--- config.mk ---
export PLATFORM = sky130hd
export DESIGN_NAME = uart_cmd_frame_tx
export DESIGN_NICKNAME = d
export VERILOG_FILES = /design/src/rtl/uart_cmd_frame_tx.sv
export SDC_FILE = /design/constraint.sdc
export NUM_CORES = 1
export LEC_CHECK = 0
export CORE_AREA = 8 8 86 88
export DETAILED_ROUTE_END_ITERATION = 6
export DIE_AREA = 0 0 94 96
export PLACE_DENSITY_LB_ADDON = 0.08
export SYNTH_ARGS = -nofsm -noshare
export SYNTH_HDL_FRONTEND = slang
export SYNTH_SLANG_ARGS = --single-unit
export TNS_END_PERCENT = 50
--- constraint.sdc ---
create_clock -name CLK -period 3.2 [get_ports CLK]
set_clock_uncertainty 0.05 [all_clocks]
set_input_delay 0.64 -clock CLK [delete_from_list [all_inputs] [get_ports CLK]]
set_output_delay 0.64 -clock CLK [all_outputs]
set_load 0.05 [all_outputs]
--- src/rtl/uart_cmd_frame_tx.sv ---
// uart_cmd_frame_tx: command framer + UART serializer feeding UART_RX_IN.
// Outputs are registered from next-state so they line up with state changes.
module uart_cmd_frame_tx #(
    parameter int DATA_WIDTH = 8,
    parameter int RF_ADDR    = 4,
    parameter int BIT_DIV    = 16
) (
    input  logic                  CLK,
    input  logic                  RST,
    input  logic                  CMD_VLD,
    output logic                  CMD_RDY,
    input  logic [1:0]            CMD_TYPE,
    input  logic [RF_ADDR-1:0]    CMD_ADDR,
    input  logic [DATA_WIDTH-1:0] CMD_DATA,
    input  logic [DATA_WIDTH-1:0] CMD_OPB,
    input  logic [3:0]            CMD_FUN,
    input  logic                  PAR_EN,
    input  logic                  PAR_TYP,
    output logic                  TX_OUT,
    output logic                  BUSY,
    output logic                  DONE
);

    typedef enum logic [2:0] {
        S_IDLE, S_START, S_DATA, S_PARITY, S_STOP
    } state_e;

    localparam logic [7:0] BAUD_TC = 8'(BIT_DIV - 1);
    localparam logic [2:0] BIT_TC  = 3'(DATA_WIDTH - 1);
    localparam logic [DATA_WIDTH-1:0] HDR_WR  = DATA_WIDTH'(8'hAA);
    localparam logic [DATA_WIDTH-1:0] HDR_RD  = DATA_WIDTH'(8'hBB);
    localparam logic [DATA_WIDTH-1:0] HDR_ALU = DATA_WIDTH'(8'hCC);
    localparam logic [DATA_WIDTH-1:0] HDR_ALN = DATA_WIDTH'(8'hDD);

    state_e                state_q, state_d;
    logic [7:0]            baud_q, baud_d;
    logic [2:0]            bit_q, bit_d;
    logic [1:0]            byte_q, byte_d;
    logic [1:0]            type_q;
    logic [RF_ADDR-1:0]    addr_q;
    logic [DATA_WIDTH-1:0] data_q, opb_q;
    logic [3:0]            fun_q;
    logic                  par_en_q, par_typ_q;
    logic                  tx_q, tx_d;
    logic                  busy_q, busy_d;
    logic                  rdy_q, rdy_d;
    logic                  done_q, done_d;

    logic                  accept, tick, last_byte;
    logic [1:0]            last_idx;
    logic [DATA_WIDTH-1:0] byte_sel;
    logic [DATA_WIDTH-1:0] addr_x, fun_x;

    assign accept = CMD_VLD && rdy_q;
    assign tick   = (baud_q == BAUD_TC);
    assign addr_x = DATA_WIDTH'(addr_q);
    assign fun_x  = DATA_WIDTH'(fun_q);

    always_comb begin
        last_idx = 2'd1;
        unique case (type_q)
            2'd0:    last_idx = 2'd2;
            2'd2:    last_idx = 2'd3;
            default: last_idx = 2'd1;
        endcase
    end

    assign last_byte = (byte_q == last_idx);

    // State register and command latch
    always_ff @(posedge CLK) begin
        if (RST) begin
            state_q   <= S_IDLE;
            baud_q    <= '0;
            bit_q     <= '0;
            byte_q    <= '0;
            type_q    <= '0;
            addr_q    <= '0;
            data_q    <= '0;
            opb_q     <= '0;
            fun_q     <= '0;
            par_en_q  <= 1'b0;
            par_typ_q <= 1'b0;
            tx_q      <= 1'b1;
            busy_q    <= 1'b0;
            rdy_q     <= 1'b0;
            done_q    <= 1'b0;
        end else begin
            state_q <= state_d;
            baud_q  <= baud_d;
            bit_q   <= bit_d;
            byte_q  <= byte_d;
            tx_q    <= tx_d;
            busy_q  <= busy_d;
            rdy_q   <= rdy_d;
            done_q  <= done_d;
            if (accept) begin
                type_q    <= CMD_TYPE;
                addr_q    <= CMD_ADDR;
                data_q    <= CMD_DATA;
                opb_q     <= CMD_OPB;
                fun_q     <= CMD_FUN;
                par_en_q  <= PAR_EN;
                par_typ_q <= PAR_TYP;
            end
        end
    end

    // Next-state logic
    always_comb begin
        state_d = state_q;
        baud_d  = baud_q;
        bit_d   = bit_q;
        byte_d  = byte_q;
        if (state_q != S_IDLE) begin
            baud_d = tick ? 8'd0 : baud_q + 8'd1;
        end
        unique case (state_q)
            S_IDLE: begin
                if (accept) begin
                    state_d = S_START;
                    baud_d  = '0;
                    bit_d   = '0;
                    byte_d  = '0;
                end
            end
            S_START: begin
                if (tick) begin
                    state_d = S_DATA;
                    bit_d   = '0;
                end
            end
            S_DATA: begin
                if (tick) begin
                    if (bit_q == BIT_TC) begin
                        state_d = par_en_q ? S_PARITY : S_STOP;
                    end else begin
                        bit_d = bit_q + 3'd1;
                    end
                end
            end
            S_PARITY: begin
                if (tick) state_d = S_STOP;
            end
            S_STOP: begin
                if (tick) begin
                    if (last_byte) begin
                        state_d = S_IDLE;
                    end else begin
                        state_d = S_START;
                        byte_d  = byte_q + 2'd1;
                    end
                end
            end
            default: state_d = S_IDLE;
        endcase
    end

    // Byte on the wire for the upcoming state
    always_comb begin
        byte_sel = '0;
        unique case (type_q)
            2'd0: begin
                unique case (byte_d)
                    2'd0:    byte_sel = HDR_WR;
                    2'd1:    byte_sel = addr_x;
                    default: byte_sel = data_q;
                endcase
            end
            2'd1: byte_sel = (byte_d == 2'd0) ? HDR_RD : addr_x;
            2'd2: begin
                unique case (byte_d)
                    2'd0:    byte_sel = HDR_ALU;
                    2'd1:    byte_sel = data_q;
                    2'd2:    byte_sel = opb_q;
                    default: byte_sel = fun_x;
                endcase
            end
            default: byte_sel = (byte_d == 2'd0) ? HDR_ALN : fun_x;
        endcase
    end

    // Output logic
    always_comb begin
        tx_d = 1'b1;
        unique case (state_d)
            S_START:  tx_d = 1'b0;
            S_DATA:   tx_d = byte_sel[bit_d];
            S_PARITY: tx_d = (^byte_sel) ^ par_typ_q;
            default:  tx_d = 1'b1;
        endcase
        busy_d = (state_d != S_IDLE);
        rdy_d  = (state_d == S_IDLE);
        done_d = (state_q == S_STOP) && tick && last_byte;
    end

    assign TX_OUT  = tx_q;
    assign BUSY    = busy_q;
    assign CMD_RDY = rdy_q;
    assign DONE    = done_q;

endmodule

* Word level (Yosys, flattened, before mapping)
Cells that the tools add are included.
** Word-level totals
- Flip-flop bits (word level) :: 48
- Latch bits :: 0
- RAM bits :: 0
- Memory bits (read-only) :: 0
- Input bits :: 31
- Output and inout port bits :: 4
- Logic and storage cells :: 75
- Memories :: 0
** Operators by class
- $add $sub $neg :: 3
- Multipliers :: 0
- Div/mod/pow operators :: 0
- $lt $le $gt $ge :: 1
- Eq/ne operators :: 14
- Shifts and indexed selects :: 0
- Mux-type cells :: 31
- Bitwise operators :: 1
- Reduce and logical (&&, ||, !) cells :: 10
** Operators with widths (number)
- $mux W8 :: 6
- $pmux W8 S3 :: 2
- $mux W3 :: 11
- $pmux W8 S2 :: 1
- $pmux W3 S5 :: 1
- $eq A3 B2 Y1 const B :: 4
- $pmux W3 S3 :: 1
- $add A8 B1 Y8 const B :: 1
- $eq A8 B4 Y1 const B :: 1
- $pmux W2 S2 :: 2
- $reduce_xor A8 Y1 :: 1
- $eq A3 B1 Y1 const B :: 2
- $eq A3 B3 Y1 const B :: 2
- $logic_not A3 Y1 :: 2
- $mux W2 :: 3
- $reduce_bool A3 Y1 :: 2
- $eq A2 B1 Y1 const B :: 2
- $eq A2 B2 Y1 const B :: 2
- $logic_not A2 Y1 :: 2
- $lt A3 B4 Y1 const B :: 1
- $add A3 B1 Y3 const B :: 1
- $bmux W1 S3 :: 1
- $logic_and A1 B1 Y1 :: 3
- $pmux W1 S3 :: 1
- other kinds (4) :: 5

* Depth between registers and ports, before layout
Gate-level depths: netlist of the first run.
- Depth after elaboration :: 12
- Mapped depth :: 13
- Depth with buffers taken out :: 12

* Least setup slack after synthesis of the first run
Ideal clock, no wire load.
- Path kind :: flip-flop to flip-flop
- Start :: reg rdy_q (netlist: CMD_RDY)
- End :: reg tx_q (netlist: TX_OUT)
- Library setup time :: 129 ps
- Arrival time :: 2837 ps
- Data required time :: 3021 ps
- Setup slack :: 184 ps
- Stages on the path, launching flop included :: 11
- Path buffers :: 0
- Clock period less this slack :: 3016 ps
- Cell sequence :: dfxtp_1 > a21oi_1 > o31ai_1 > nand2_4 > and3_1 > nor3_1 > xnor2_1 > xnor2_1 > mux2i_1 > xnor2_1 > o211ai_2
** Between the ends
- Longest elaborated chain between the ends :: 9
- Elaborated cells on any way between the ends :: 23
- Classes of those cells :: eq/ne: 5; mux: 14; bitwise: 1; reduce/logical: 3
** Ends and longest elaborated chain
- from (decl) :: line 46 : logic rdy_q, rdy_d;
- from (signal assigned) :: line 95 : rdy_q <= rdy_d;
- $logic_and A1 B1 Y1 (*) :: line 54 : assign accept = CMD_VLD && rdy_q;
- $mux W2 :: line 120 : if (accept) begin
- $pmux W2 S2 :: line 118 : unique case (state_q)
- $eq A2 B2 Y1, or another cell as far along :: line 172 : unique case (byte_d)
- $pmux W8 S3, or another cell as far along :: line 172
- $pmux W8 S3 :: line 162 : unique case (type_q)
- $bmux W1 S3 or $reduce_xor A8 Y1 (tied branches) :: line 188, 189
- $mux W1 (implied by the code) or $xor A1 B1 Y1 (tied branches) :: line 188, 189
- $pmux W1 S3 (*) :: line 186 : unique case (state_d)
- to (signal assigned) :: line 93 : tx_q <= tx_d;
- to (decl) :: line 44 : logic tx_q, tx_d;
Mark *: on every way between the ends. The rest lies on a longest branch, timed or not. The select of a mux whose other input is x is not followed.
A chain may end at the register's enable or synchronous reset.

* Worst setup path after layout of the first run
- Start :: reg state_q[2]
- End :: reg tx_q (netlist: TX_OUT)
** Between the ends
- Longest elaborated chain between the ends :: 8
- Elaborated cells on any way between the ends :: 30
- Classes of those cells :: eq/ne: 9; mux: 17; bitwise: 1; reduce/logical: 3
** Ends and longest elaborated chain
- from (decl) :: line 35 : state_e state_q, state_d;
- from (signal assigned) :: line 89 : state_q <= state_d;
- $eq A3 B3 Y1 or $logic_not A3 Y1 (tied branches) :: line 118
- $pmux W2 S2 :: line 118
- $eq A2 B2 Y1, or another cell as far along :: line 172
- $pmux W8 S3, or another cell as far along :: line 172
- $pmux W8 S3 :: line 162
- $bmux W1 S3 or $reduce_xor A8 Y1 (tied branches) :: line 188, 189
- $mux W1 (implied by the code) or $xor A1 B1 Y1 (tied branches) :: line 188, 189
- $pmux W1 S3 (*) :: line 186
Marked as above.

==> metrics.md, run 1 <==
| Metric | Value |
|---|---|
| Seq cells post-synth | 48 |
| Slack of the critical path | about 0.12 ns |
| Internal power contribution | roughly 0.0009 W |
| Share of synthesized area occupied by flip-flops and latches | 0.366 |
| Number of distinct standard cells referenced by the synthesized netlist | 60 |
| Commonest cells in the netlist | 69 x sky130_fd_sc_hd__nand2_1, 48 x sky130_fd_sc_hd__dfxtp_1, 45 x sky130_fd_sc_hd__a21oi_1 |
| Slew at the pin with the worst max-slew slack | 0.588 ns |
| Number of nets produced by synthesis | 376 |
| Period utilisation layout | 0.961 |
| Start point of the critical path | state_q[2] |
| Average cell area after synthesis | between 7 and 8 µm² |
| Biggest area consumer among synthesized cells | sky130_fd_sc_hd__dfxtp_1 |
| Avg Vias per Cell | ~5.4 |
| Wirelength, routed | 6.88 mm |
| Cell repeated most along the worst path | sky130_fd_sc_hd__xnor2_1 |
| Largest cells by area after synthesis | sky130_fd_sc_hd__dfxtp_1 37%, sky130_fd_sc_hd__nand2_1 9.9%, sky130_fd_sc_hd__a21oi_1 8.6% |
| Startpoint type of the worst setup path | flop |
| Placer Congestion | 0.906 |
| Average wire length per cell after detail routing | 14.5 µm |
| Synthesized area | approximately 2600 µm² |
| Peak VDD IR | approximately 0.24 mV |
| Placed Cells incl. Taps | roughly 470 |
| Delay of the slowest cell on the worst path | 0.41 ns |
| Initial Util | 0.431 |
| TritonCTS buffer count | 5 |
| Setup slack at placement | -0.200 ns |
| Overall global routing resource usage | 0.165 |
| Main synth FF type | sky130_fd_sc_hd__dfxtp_1 |
| Slowest cell on the critical path | sky130_fd_sc_hd__or3b_1 |
| Number of synthesized flops with an enable pin | 0 |
| Kind of end point of the critical path | flop |
| Portion of synthesized cell area occupied by the leading cell type | 0.366 |
| Post-Route Utilization | 0.553 |
| Clock-pin slew on the worst setup and hold paths | around 0.090 ns |
| CP Max Fanout | 7 |
| Antenna Diode Count | 0 |
| Min Tclk post-route | 3.08 ns |
| Leakage power figure | about 1.2 nW |
| Placed wire-length estimate after detailed placement | 5.22 mm |
| Worst reg2reg path endpoint | TX_OUT |
| Non-filler instance count after layout | between 400 and 500 |
| Area Overhead vs Synth | 28.5% |
| Number of buffers on the longest clock path | 2 |
| Total power density per cell area | about 360 nW/µm² |
| Horiz. Die Dim | around 94 µm |
| Number of instances in the synthesized netlist | roughly 340 |
| Die outline height | roughly 96 µm |
| Vias after detailed routing | between 2000 and 3000 |
| Worst hold slack across all endpoints | between 0.4 and 0.5 ns |
| Clock net sink count | 48 |
| Floorplan row count | 29 |
| Post-layout net count | 430 |
| Final global-route overflow total | 0 |
| Count of port buffers added during placement | 34 |
| Maximum clock frequency | ~330 MHz |
| Number of DRC markers in iteration 0 | 61 |
| Core footprint | 6100 µm² |
| Antenna-violating nets left | 0 |
| Headroom to the max-slew limit | 0.604 |
| Combinational share of power | 0.160 |
| Clock latency on the worst-skew pair | ~0.31 ns |
| # H-tree levels | 2 |
| Sw Share | 0.259 |
| Sequential share of power | 0.522 |
| Max-cap violation count | 0 |
| Async S/R FF share, synth | 0 |
| Termination of the worst setup path | TX_OUT |
| Worst hold path type | flop to flop |
| Router iterations before antenna repair | 4 |
| Wire length of the first global-routing pass | around 12 mm |
| Number of antenna violations at the first check in global routing | 0 |
| Largest net degree at the start of global routing | 32 |
| Most common cell in the synthesized netlist | sky130_fd_sc_hd__nand2_1 |
| Clock root buffer | sky130_fd_sc_hd__clkbuf_8 |
| Fraction of final layout cells with drive strength greater than 1 | 0.159 |
| Critical path class | flop to flop |
| Post-detailed-route DRC marker count | 0 |
| Fillers | a little over 600 |
| Die ar. | roughly 9000 µm² |
| Status | finished, final reports clean |
| Required time at the worst-slack endpoint | roughly 3.3 ns |
| Max Transition Viols Final | 0 |
| Part of the total power dissipated in the clock network | 0.319 |
| Worst-case register-to-register setup slack | 0.12 ns |
| Ordered cell list for the critical path | or3b_1 > or3_1 > mux2_4 > nand3_1 > o21ai_0 > a221oi_1 > buf_4 > xnor2_1 > mux2i_1 > xnor2_1 > o211ai_2 |
| TritonCTS clock tree | built |
| Count of final hold-check violations | 0 |
| Yosys warning count | 0 |
| Number of global-route vias before repair | between 2000 and 3000 |
| RSZ-0062 raised after global routing | yes |
| Reg2Reg Launch Point | state_q[2] |
| Io pins | 35 |
| Arrival time at the worst endpoint | 3.22 ns |
| Cell count of the worst reg-to-reg path | 11 |
| Count of final setup violators | 0 |
| Power dissipated by switching net loads | 0.000318 W |
==> power by group through the flow <==
stage          Sequential (W)  Clock (W)  Combinational, W
6_report             0.000640   0.000391          0.000196
5_1_grt              0.000643   0.000433          0.000217
4_1_cts              0.000640   0.000401          0.000197
3_5_place_dp         0.000654          0          0.000195
3_3_place_gp         0.000654          0          0.000193
2_1_floorplan        0.000659          0          0.000105
==> layer usage <==
layer  vias to the layer above  track usage  part of all wire
met4                         0       0.0661             0.018
li1                       1311            -                 -
met3                         9       0.0328             0.027
met1                      1204        0.198              0.46
met5                         -            0                 0
met2                        30        0.282              0.49
==> what timing repair did <==
action | CTS | global route
hold endpoints to repair | 0 | 0
setup endpoints to repair | 1 | 1
pin swaps | 2 | 9
gates resized for setup | 1 | 12
hold buffers | 0 | 0
setup buffers | 2 | 0
==> per-stage QoR <==
step	total power, W	area (µm²)	setup TNS, ns
2_1_floorplan	0.000764	2630	0
3_3_place_gp	0.000848	3210	-0.170
3_5_place_dp	0.000849	3210	-0.200
4_1_cts	0.00124	3330	0
5_1_grt	0.00129	3370	-0.0719
6_report	0.00123	3370	0
==> worst min path at each step <==
stage	from	endpoint	slack (ns)	cells after the start
after CTS	addr_q[3]	addr_q[3]	0.41	2
after floorplan	opb_q[3]	opb_q[3]	0.39	2
after global placement	addr_q[3]	addr_q[3]	0.40	2
final	addr_q[3]	addr_q[3]	0.41	2
after global routing	opb_q[6]	opb_q[6]	0.43	2
after detailed placement	addr_q[3]	addr_q[3]	0.40	2
==> placed cells by master (no fill, tap or decap), types with 3 or more instances in the layout <==
cell                              instances
sky130_fd_sc_hd__nand2_1                 69
sky130_fd_sc_hd__mux2i_1                  6
sky130_fd_sc_hd__dfxtp_1                 46
sky130_fd_sc_hd__xnor2_1                 10
sky130_fd_sc_hd__nand3_1                 12
sky130_fd_sc_hd__nor2b_1                  4
sky130_fd_sc_hd__clkdlybuf4s50_1         34
sky130_fd_sc_hd__a22oi_1                  3
sky130_fd_sc_hd__buf_4                   34
sky130_fd_sc_hd__nor3_1                   5
sky130_fd_sc_hd__a21oi_1                 45
sky130_fd_sc_hd__nor3b_1                  3
sky130_fd_sc_hd__and3_1                   4
sky130_fd_sc_hd__nor2_1                  32
sky130_fd_sc_hd__clkbuf_8                 7
sky130_fd_sc_hd__a32oi_1                  3
sky130_fd_sc_hd__inv_1                    5
sky130_fd_sc_hd__xor2_1                   3
sky130_fd_sc_hd__o21ai_0                 11
==> worst max-delay path: cells and delay by family, from the launching register on <==
| family | cells | cell delay (ns) |
|---|---|---|
| buf+inv | 1 | 0.18 |
| flops | 1 | 0.37 |
| xor+xnor | 2 | 0.29 |
| compound gates | 3 | 0.50 |
| simple gates | 3 | 0.98 |
| mux | 2 | 0.59 |
==> area by class of cell <==
class	instances	area, µm²	share of cell area
inverter	5	18.8	0.00556
sequential	48	963	0.286
multi-input combinational	269	1600	0.475
clock buffer	7	96.3	0.0286
tap	77	96.3	0.0286
timing repair buffer	68	596	0.177
==> registers in the layout, indices dropped and copies added (netlist names), 2 cells and up <==
register and cells:
addr_q 4, baud_q 8, bit_q 3, byte_q 2, data_q 8, fun_q 4, opb_q 8, state_q 3
type_q 2
==> kinds of logic (layout without fill, tap and decap cells) <==
kind of cell	count (synthesis)	count (layout)	share of synthesized area
mux	10	10	0.0424
flops	48	48	0.366
compound gates	91	91	0.222
buf+inv	26	80	0.0410
fa+ha+maj	2	2	0.00953
xor+xnor	13	13	0.0434
simple gates	153	153	0.276
(Power assumes the default switching activity.)
==> run 2, diff against run 1 <==
DONT_BUFFER_PORTS = 1   (was not set)
==> metrics.md, run 2 (synthesized netlist as in run 1, its figures left out) <==
| Metric | Value |
|---|---|
| Cell count of the worst reg-to-reg path | 10 |
| Max-cap violation count | 0 |
| Wirelength, routed | approximately 6.8 mm |
| TritonCTS clock tree | built |
| Headroom to the max-slew limit | 0.645 |
| Critical path class | flop to flop |
| Post-detailed-route DRC marker count | 0 |
| Period utilisation layout | 0.947 |
| Min Tclk post-route | slightly above 3 ns |
| CP Max Fanout | 6 |
| Kind of end point of the critical path | flop |
| Hold depth | 1 |
| Reg2Reg Launch Point | baud_q[4] |
| Avg Vias per Cell | about 5.6 |
| Horiz. Die Dim | around 94 µm |
| Fraction of final layout cells with drive strength greater than 1 | 0.137 |
| Arrival time at the worst endpoint | 3.17 ns |
| Number of buffers on the longest clock path | 2 |
| Worst hold slack across all endpoints | between 0.3 and 0.4 ns |
| # H-tree levels | 2 |
| Average wire length per cell after detail routing | 15.8 µm |
| Number of global-route vias before repair | ~2400 |
| Leakage power figure | 1.05 nW |
| Max Transition Viols Final | 0 |
| Initial Util | 0.431 |
| Placed wire-length estimate after detailed placement | approximately 5 mm |
| Post-CTS Hold Buffers | 0 |
| Die ar. | about 9000 µm² |
| Biggest registers after layout | baud_q: 8 flops, data_q: 8 flops, opb_q: 8 flops |
| Placer Congestion | roughly 0.93 |
| Router iterations before antenna repair | 4 |
| Maximum clock frequency | between 300 and 400 MHz |
| Status | finished, final reports clean |
| Clock root buffer | sky130_fd_sc_hd__clkbuf_8 |
| Core footprint | 6100 µm² |
| Clock latency on the worst-skew pair | ~0.30 ns |
| Count of final hold-check violations | 0 |
| Worst-case register-to-register setup slack | 0.17 ns |
| Delay of the slowest cell on the worst path | just under 0.6 ns |
| Vias after detailed routing | approximately 2400 |
| Count of port buffers added during placement | 0 |
| Clock net sink count | 48 |
| Number of antenna violations at the first check in global routing | 0 |
| Worst hold path type | input port to flop |
| Startpoint type of the worst setup path | flop |
| Most used cells in the layout excluding fill and tap cells | 69 x sky130_fd_sc_hd__nand2_1, 47 x sky130_fd_sc_hd__dfxtp_1, 45 x sky130_fd_sc_hd__a21oi_1, 32 x sky130_fd_sc_hd__nor2_1, 21 x sky130_fd_sc_hd__buf_4 |
| Ordered cell list for the critical path | or4_4 > nor3_4 > mux2i_2 > nor3_2 > or3_1 > o22a_1 > xor2_1 > xnor2_1 > xnor2_1 > o211ai_2 |
| Placed cell areas | 2780 µm² |
| Wire length of the first global-routing pass | between 10 and 15 mm |
| Largest net degree at the start of global routing | 44 |
| Post-layout net count | between 300 and 400 |
| Final global-route overflow total | 0 |
| Sum of negative setup slack | 0 ns |
| Most common cell after layout, fill and taps aside | sky130_fd_sc_hd__nand2_1 |
| Antenna Diode Count | 0 |
| End of the worst hold path | baud_q[2] |
| Floorplan row count | 29 |
| Slew at the pin with the worst max-slew slack | roughly 0.53 ns |
| Total power density per cell area | about 390 nW/µm² |
| Die outline height | between 90 and 100 µm |
| Cell repeated most along the worst path | sky130_fd_sc_hd__xnor2_1 |
| Area Overhead vs Synth | 12.1% |
| Hold wc startpoint | RST |
| Count of final setup violators | 0 |
| Number of DRC markers in iteration 0 | around 110 |
| Io pins | 35 |
| Final Instance Area | a little under 3000 µm² |
| Antenna-violating nets left | 0 |
| Crit-path leading delay family | simple AND/OR/NAND/NOR gates |
| Required time at the worst-slack endpoint | roughly 3.3 ns |
| Buffer and inverter count on the worst path | 0 |
| TritonCTS buffer count | 5 |
| Slowest cell on the critical path | sky130_fd_sc_hd__or4_4 |
| Overall global routing resource usage | 0.155 |
| Clock-pin slew on the worst setup and hold paths | 0.09 ns |
| Peak VDD IR | ~0.22 mV |
| Worst reg2reg path endpoint | TX_OUT |
==> run 2: per-layer routing <==
layer  vias to the layer above  share of wire  global-route usage
li1                       1217              -                   -
met1                      1147           0.45               0.180
met5                         -              0                   0
met4                         0          0.018              0.0555
met2                        37           0.49               0.275
met3                        10          0.039              0.0351
==> run 2: worst max-delay path by stage <==
| stage | depth (start not counted) | slack [ns] | start | endpoint |
|---|---|---|---|---|
| 6_report | 10 | 0.17 | baud_q[4] | TX_OUT |
| 5_1_grt | 12 | -0.02 | baud_q[1] | TX_OUT |
| 4_1_cts | 11 | 0.05 | baud_q[4] | TX_OUT |
| 3_5_place_dp | 11 | -0.01 | baud_q[4] | TX_OUT |
| 3_3_place_gp | 11 | 0.07 | baud_q[4] | TX_OUT |
| 2_1_floorplan | 10 | 0.18 | CMD_RDY | TX_OUT |
==> run 2: cell type report <==
cell class / count / area, µm²
Clock buffer: 8 / 90.1
Timing Repair Buffer: 21 / 158
Fill cell: 656 / 3150
Inverter: 5 / 18.8
Sequential cell: 48 / 962
Multi-Input combinational cell: 269 / 1620
Tap cell: 77 / 96.3
==> run 2: where the power goes <==
part	switching, W	internal [W]
registers	0.0000258	0.000621
clock network	0.000200	0.000177
logic	0.0000802	0.0000536
==> run 2: metrics by stage <==
| step | total power [W] | worst slack (ns) | utilization | cells |
|---|---|---|---|---|
| finish | 0.00116 | 0.170 | 0.483 | 428 |
| global route | 0.00121 | -0.0166 | 0.483 | 428 |
| CTS | 0.00117 | 0.0516 | 0.471 | 427 |
| detailed placement | 0.000796 | -0.0139 | 0.456 | 419 |
| global placement | 0.000793 | 0.0683 | 0.456 | 419 |
| floorplan | 0.000764 | 0.184 | - | 343 |
==> run 2: repair_timing <==
action,4_1_cts,5_1_grt
resized for setup,1,12
cloned,0,0
setup endpoints to repair,1,1
buffers inserted,0,1
pin swaps,0,6
